**src/rtl/dev_bridge_pkg.sv**
```systemverilog
// Shared types and default address map for the dev_bridge_n CPU-to-device bridge.
package dev_bridge_pkg;

    // Bridge transaction states
    typedef enum logic [1:0] {
        StIdle,
        StAccess,
        StDone,
        StErr
    } state_e;

    // Largest supported device count; defaults below are sized for it and sliced per instance
    localparam int unsigned MAX_DEV = 8;

    // Wait counter width; covers the full legal timeout range
    localparam int unsigned WAIT_W = 8;

    // Device i base at bits [32i+31:32i]; entries 6 and 7 only matter when N_DEV > 6
    localparam logic [MAX_DEV*32-1:0] DEFAULT_DEV_BASE = {
        32'h0000_7F50, 32'h0000_7F40,
        32'h0000_7F3C, 32'h0000_7F34, 32'h0000_7F2C,
        32'h0000_7F20, 32'h0000_7F10, 32'h0000_7F00
    };

    localparam logic [MAX_DEV*32-1:0] DEFAULT_DEV_MASK = {MAX_DEV{32'hFFFF_FFF0}};

    // Address window match for one device
    function automatic logic addr_hit(input logic [31:0] addr, input logic [31:0] base,
                                      input logic [31:0] mask);
        return (addr & mask) == base;
    endfunction

endpackage

```
**src/rtl/dev_bridge_n_irq_sync.sv**
```systemverilog
// Two-flop synchroniser for one asynchronous interrupt line.
module irq_sync (
    input  logic clk,
    input  logic rst_n,
    input  logic d,
    output logic q
);

    logic meta_q;
    logic sync_q;

    // Double-register the asynchronous level
    always_ff @(posedge clk or negedge rst_n) begin
        if (!rst_n) begin
            meta_q <= 1'b0;
            sync_q <= 1'b0;
        end else begin
            meta_q <= d;
            sync_q <= meta_q;
        end
    end

    assign q = sync_q;

endmodule

```
**src/rtl/dev_bridge_n.sv**
```systemverilog
// CPU-to-device bridge: decodes a CPU access onto N_DEV one-hot device selects, stalls the
// CPU until the device is ready, and folds synchronised device interrupts onto hwirq.
// Optional feature macro: DEV_BRIDGE_TIMEOUT_EN (bounded device wait, ends in a bus error).
module dev_bridge_n
    import dev_bridge_pkg::*;
#(
    parameter int unsigned         N_DEV    = 6,
    parameter logic [N_DEV*32-1:0] DEV_BASE = DEFAULT_DEV_BASE[N_DEV*32-1:0],
    parameter logic [N_DEV*32-1:0] DEV_MASK = DEFAULT_DEV_MASK[N_DEV*32-1:0],
    parameter int unsigned         TIMEOUT  = 15,
    parameter int unsigned         IRQ_W    = 6
) (
    input  logic                  clk,
    input  logic                  sys_rstn,
    input  logic                  cpu_req,
    input  logic                  cpu_we,
    input  logic [3:0]            cpu_be,
    input  logic [31:0]           cpu_addr,
    input  logic [31:0]           cpu_wdata,
    output logic [31:0]           cpu_rdata,
    output logic                  cpu_stop,
    output logic                  cpu_err,
    output logic [N_DEV-1:0]      dev_sel,
    output logic                  dev_we,
    output logic [3:0]            dev_be,
    output logic [31:0]           dev_addr,
    output logic [31:0]           dev_wdata,
    input  logic [N_DEV*32-1:0]   dev_rdata,
    input  logic [N_DEV-1:0]      dev_ready,
    input  logic [N_DEV-1:0]      dev_irq,
    output logic [IRQ_W-1:0]      hwirq
);

    localparam int unsigned IDX_W = (N_DEV > 1) ? $clog2(N_DEV) : 1;

    state_e           state_q, state_d;
    logic [IDX_W-1:0] idx_q, idx_d;
    logic             we_q, we_d;
    logic [3:0]       be_q, be_d;
    logic [31:0]      addr_q, addr_d;
    logic [31:0]      wdata_q, wdata_d;
    logic [31:0]      rdata_q, rdata_d;

    logic             hit_any;
    logic [IDX_W-1:0] hit_idx;
    logic [31:0]      sel_rdata;
    logic             sel_ready;
    logic             timed_out;

    logic [N_DEV-1:0] irq_s;
    logic [IRQ_W-1:0] hwirq_q, hwirq_d;

    // Address decode; scanning downward lets the lowest matching index win
    always_comb begin
        hit_any = 1'b0;
        hit_idx = '0;
        for (int i = int'(N_DEV) - 1; i >= 0; i--) begin
            if (addr_hit(cpu_addr, DEV_BASE[i*32 +: 32], DEV_MASK[i*32 +: 32])) begin
                hit_any = 1'b1;
                hit_idx = IDX_W'(i);
            end
        end
    end

    assign sel_rdata = dev_rdata[idx_q*32 +: 32];
    assign sel_ready = dev_ready[idx_q];

`ifdef DEV_BRIDGE_TIMEOUT_EN
    logic [WAIT_W-1:0] wait_q, wait_d;

    // Wait counter runs only while a device access is pending
    always_comb begin
        wait_d = '0;
        if (state_q == StAccess && !sel_ready) begin
            wait_d = wait_q + 1'b1;
        end
    end

    // Wait counter register
    always_ff @(posedge clk or negedge sys_rstn) begin
        if (!sys_rstn) begin
            wait_q <= '0;
        end else begin
            wait_q <= wait_d;
        end
    end

    // This cycle's miss is the TIMEOUT-th consecutive one
    assign timed_out = (wait_q == WAIT_W'(TIMEOUT - 1));
`else
    assign timed_out = 1'b0;
`endif

    // Next-state and request latching
    always_comb begin
        state_d = state_q;
        idx_d   = idx_q;
        we_d    = we_q;
        be_d    = be_q;
        addr_d  = addr_q;
        wdata_d = wdata_q;
        rdata_d = rdata_q;
        unique case (state_q)
            StIdle: begin
                if (cpu_req) begin
                    if (hit_any) begin
                        state_d = StAccess;
                        idx_d   = hit_idx;
                        we_d    = cpu_we;
                        be_d    = cpu_be;
                        addr_d  = cpu_addr;
                        wdata_d = cpu_wdata;
                    end else begin
                        state_d = StErr;
                        if (!cpu_we) rdata_d = '0;
                    end
                end
            end
            StAccess: begin
                if (sel_ready) begin
                    state_d = StDone;
                    if (!we_q) rdata_d = sel_rdata;
                end else if (timed_out) begin
                    state_d = StErr;
                    if (!we_q) rdata_d = '0;
                end
            end
            StDone:  state_d = StIdle;
            StErr:   state_d = StIdle;
            default: state_d = StIdle;
        endcase
    end

    // FSM and request latches
    always_ff @(posedge clk or negedge sys_rstn) begin
        if (!sys_rstn) begin
            state_q <= StIdle;
            idx_q   <= '0;
            we_q    <= 1'b0;
            be_q    <= '0;
            addr_q  <= '0;
            wdata_q <= '0;
            rdata_q <= '0;
        end else begin
            state_q <= state_d;
            idx_q   <= idx_d;
            we_q    <= we_d;
            be_q    <= be_d;
            addr_q  <= addr_d;
            wdata_q <= wdata_d;
            rdata_q <= rdata_d;
        end
    end

    // State-decoded CPU handshake and device strobes; strobes fall with reset immediately
    always_comb begin
        cpu_stop = 1'b0;
        cpu_err  = 1'b0;
        dev_sel  = '0;
        dev_we   = 1'b0;
        unique case (state_q)
            StIdle: cpu_stop = cpu_req;
            StAccess: begin
                cpu_stop = 1'b1;
                dev_we   = we_q;
                for (int i = 0; i < int'(N_DEV); i++) begin
                    dev_sel[i] = (idx_q == IDX_W'(i));
                end
            end
            StErr:   cpu_err = 1'b1;
            default: ;
        endcase
    end

    assign cpu_rdata = rdata_q;
    assign dev_be    = be_q;
    assign dev_addr  = addr_q;
    assign dev_wdata = wdata_q;

    for (genvar g = 0; g < int'(N_DEV); g++) begin : g_irq_sync
        irq_sync u_irq_sync (
            .clk   (clk),
            .rst_n (sys_rstn),
            .d     (dev_irq[g]),
            .q     (irq_s[g])
        );
    end

    // Fold synchronised lines onto hwirq modulo IRQ_W
    always_comb begin
        hwirq_d = '0;
        for (int i = 0; i < int'(N_DEV); i++) begin
            hwirq_d[i % int'(IRQ_W)] = hwirq_d[i % int'(IRQ_W)] | irq_s[i];
        end
    end

    // Registered interrupt outputs
    always_ff @(posedge clk or negedge sys_rstn) begin
        if (!sys_rstn) begin
            hwirq_q <= '0;
        end else begin
            hwirq_q <= hwirq_d;
        end
    end

    assign hwirq = hwirq_q;

endmodule

```
**config.mk**
```make
export PLATFORM = sky130hd
export DESIGN_NAME = dev_bridge_n
export DESIGN_NICKNAME = d
export VERILOG_FILES = /design/src/rtl/dev_bridge_pkg.sv /design/src/rtl/dev_bridge_n_irq_sync.sv /design/src/rtl/dev_bridge_n.sv
export SDC_FILE = /design/constraint.sdc
export NUM_CORES = 1
export LEC_CHECK = 0
export CAP_MARGIN = 15
export CORE_AREA = 8 8 145 147
export DETAILED_ROUTE_END_ITERATION = 12
export DIE_AREA = 0 0 153 155
export GPL_ROUTABILITY_DRIVEN = 0
export GPL_TIMING_DRIVEN = 0
export PLACE_DENSITY = 0.68
export SLEW_MARGIN = 40
export SYNTH_ARGS = -nofsm -noshare
export SYNTH_HDL_FRONTEND = slang
export SYNTH_SLANG_ARGS = --single-unit
```
**constraint.sdc**
```tcl
create_clock -name clk -period 4.6 [get_ports clk]
set_input_delay 1.15 -clock clk [delete_from_list [all_inputs] [get_ports clk]]
set_output_delay 1.15 -clock clk [all_outputs]
set_load 0.005 [all_outputs]
```
==> results.md <==
- Setup CP Type: register to output port
- Gate Count Post-Synth: 433
- Leak: 4.09 nW
- PortBufs: 322
- Slew @ Worst Pin: 0.659 ns
- Via density: 4.74
- Die Width: 153 µm
- Later-pin clock latency in the skew report: 0.41 ns
- Area grow syn2layout: 73.5%
- Clock skew: 0.00626 ns
- Min-Delay Path Class: register to register
- CTS tree: yes
- WHS: 0.347 ns
- Crit path max fanout: 10
- Final #Nets: 1052
- CP endpoint kind: output port
- Post-synthesis cell area: 5690 µm²
- Drt first-iter violations: 183
- Row count: 51
- # fillers: 1693
- Total gr overflow: 0
- Core Area: 19000 µm²
- Root Driver: clkbuf_16
- CTS max path bufs: 2
- Largest net degree at the start of global routing: 64
- Leading cell type in the layout, fill and taps excluded: clkdlybuf4s50_1
- Worst relative slew slack: 0.560
- Pwr dens: 400 nW/µm²
- Post-CTS setup buffer count: 0
- # hold bufs at CTS: 0
- CTS sink count: 123
- Starting Density: 0.300
- Worst Path Required: 3.45 ns
- DRT Pass-1 Iters: 4
- CTS Buf Count: 17
- Initial antenna violation count: 8
- Clock-pin slew on the worst setup and hold paths: 0.06 ns
- Final Hold Fails: 0
- Fin Setup TNS: 0 ns
- Final WL: 20.2 mm
- GRT busiest layer: met2
- GR Util met1: 0.200
- Commonest cells after routing, fill and taps aside: clkdlybuf4s50_1, dfrtp_1, o211ai_1
- Status: completed
- Critical Path Source Type: register
- Number of synthesized flops with an enable pin: 0
- Final setup fails: 0
- Sequential-to-total area share from yosys stat: 0.541
- Synth Register Bits: 123
- Min cycle time layout: 3.87 ns
- Max H-tree Level: 4
- Vias in the first global route: 5493
- Yosys warning count: 0
- CP arrival: 2.72 ns
- WL/cell: 19.6 µm
- Die ar.: 23700 µm²
- Post-DP HPWL: 16.2 mm
- CTS resizes: 0
- Mean Syn Cell Area: 13.1 µm²
- Drt drc: 0
- Worst vdd ir: 209 µV
- Final period util: 0.841
- RSZ-0062 raised after global routing: no
- Fin. max-slew vios: 0
- Async S/R FF share, synth: 1.00
- F_max: 259 MHz
- Antenna-violating nets left: 0
- Main synth FF type: dfrtp_1
- Yosys cell types: 36
- Via count: 4879
- First-pass GRT wire length: 31.5 mm
- Grt met2 use: 0.280
- Grt met3 use: 0.0804
- Max-Cap Viols: 0
- Share of layout cells above drive strength 1: 0.169
- Tot GR Track Use: 0.173
- I/O pins: 391
- Die height: 155 µm
stage by stage:
step                      instances  worst slack (ns)  instance area [µm²]  utilization  power, mW
after floorplan                 434              1.84                 5690            -       1.88
after global placement          994             -2.67                 9210        0.486       2.58
after detailed placement        995             0.872                 9250        0.488       2.60
after CTS                      1027             0.643                 9860        0.520       4.01
after global routing           1030             0.529                 9870        0.521       4.18
final                          1030             0.733                 9870        0.521       3.95
state kept, by name (all words and copies together) (netlist names):
signal,count
we_q,1
cpu_rdata,32
state_q,2
g_irq_sync.u_irq_sync.meta_q,6
dev_addr,32
dev_wdata,32
dev_be,4
hwirq,6
g_irq_sync.u_irq_sync.q,6
idx_q,2
worst paths after layout:
path	from	to	depth (start not counted)	slack, ns
setup / recovery	state_q[0]$_DFFE_PN0P_	dev_we	5	0.73
hold / removal	g_irq_sync[4].u_irq_sync.meta_q$_DFF_PN0_	g_irq_sync[4].u_irq_sync.q$_DFF_PN0_	0	0.35
setup reg to reg	state_q[0]$_DFFE_PN0P_	dev_wdata[21]$_DFFE_PN0P_	6	2.30
hold reg to reg	g_irq_sync[4].u_irq_sync.meta_q$_DFF_PN0_	g_irq_sync[4].u_irq_sync.q$_DFF_PN0_	0	0.35
max in group asynchronous	sys_rstn	dev_wdata[15]$_DFFE_PN0P_	2	3.26
min in group asynchronous	sys_rstn	dev_wdata[19]$_DFFE_PN0P_	1	0.66
cells in the mapped netlist (2+ instances only):
master / n / area, µm²
clkbuf_1: 17 / 63.8
buf_2: 6 / 30.0
o211ai_1: 64 / 480
inv_1: 33 / 124
nor4_1: 5 / 31.3
nand2_1: 2 / 7.51
buf_4: 5 / 37.5
and2_1: 3 / 18.8
dfrtp_1: 123 / 3080
mux2_2: 37 / 417
nor2b_1: 21 / 131
buf_1: 7 / 26.3
nand3_1: 33 / 165
mux2_1: 4 / 45.0
mux2i_1: 3 / 30.0
buf_6: 2 / 22.5
nor2_1: 5 / 18.8
or2_2: 9 / 56.3
nor3_1: 3 / 15.0
o21ba_2: 4 / 40.0
mux4_2: 32 / 721
worst max-delay path, cell delays in order, from the launching register on:
cell and delay (ns):
dfrtp_1 0.52, nor2b_1 0.22, clkbuf_1 0.44, clkbuf_1 0.37, and2_1 0.23, clkdlybuf4s50_1 0.53
area by class of cell:
class                   instances  area, µm²  area share
diodes                          3       7.51    0.000761
well taps                     238        298      0.0302
inverters                      33        124      0.0125
flip-flops and latches        123       3080       0.312
clock inverters                11        135      0.0137
multi-input cells             241       2310       0.234
clock buffers                  21        480      0.0487
repair buffers                323       3260       0.330
plain buffers                  37        181      0.0184
logic make-up (layout without fill, tap and decap cells):
family	after synthesis	in the layout	synth area share
flops	123	123	0.541
simple gates	91	91	0.0952
mux	76	76	0.213
compound gates	72	72	0.0965
buf+inv	70	425	0.0534
other cells	1	5	0.000659
power by group:
| group | internal [mW] | switching, mW | total (mW) |
|---|---|---|---|
| combinational | 0.640 | 0.554 | 1.19 |
| clock | 0.862 | 0.516 | 1.38 |
| sequential | 1.24 | 0.132 | 1.37 |
metal layers:
layer,part of all wire,wire [µm],up-vias
met3,0.087,1760,28
met2,0.50,10000,206
met5,0.0034,69,-
li1,-,-,2283
met4,0.012,238,10
met1,0.40,8120,2352
(Power assumes the default switching activity.)
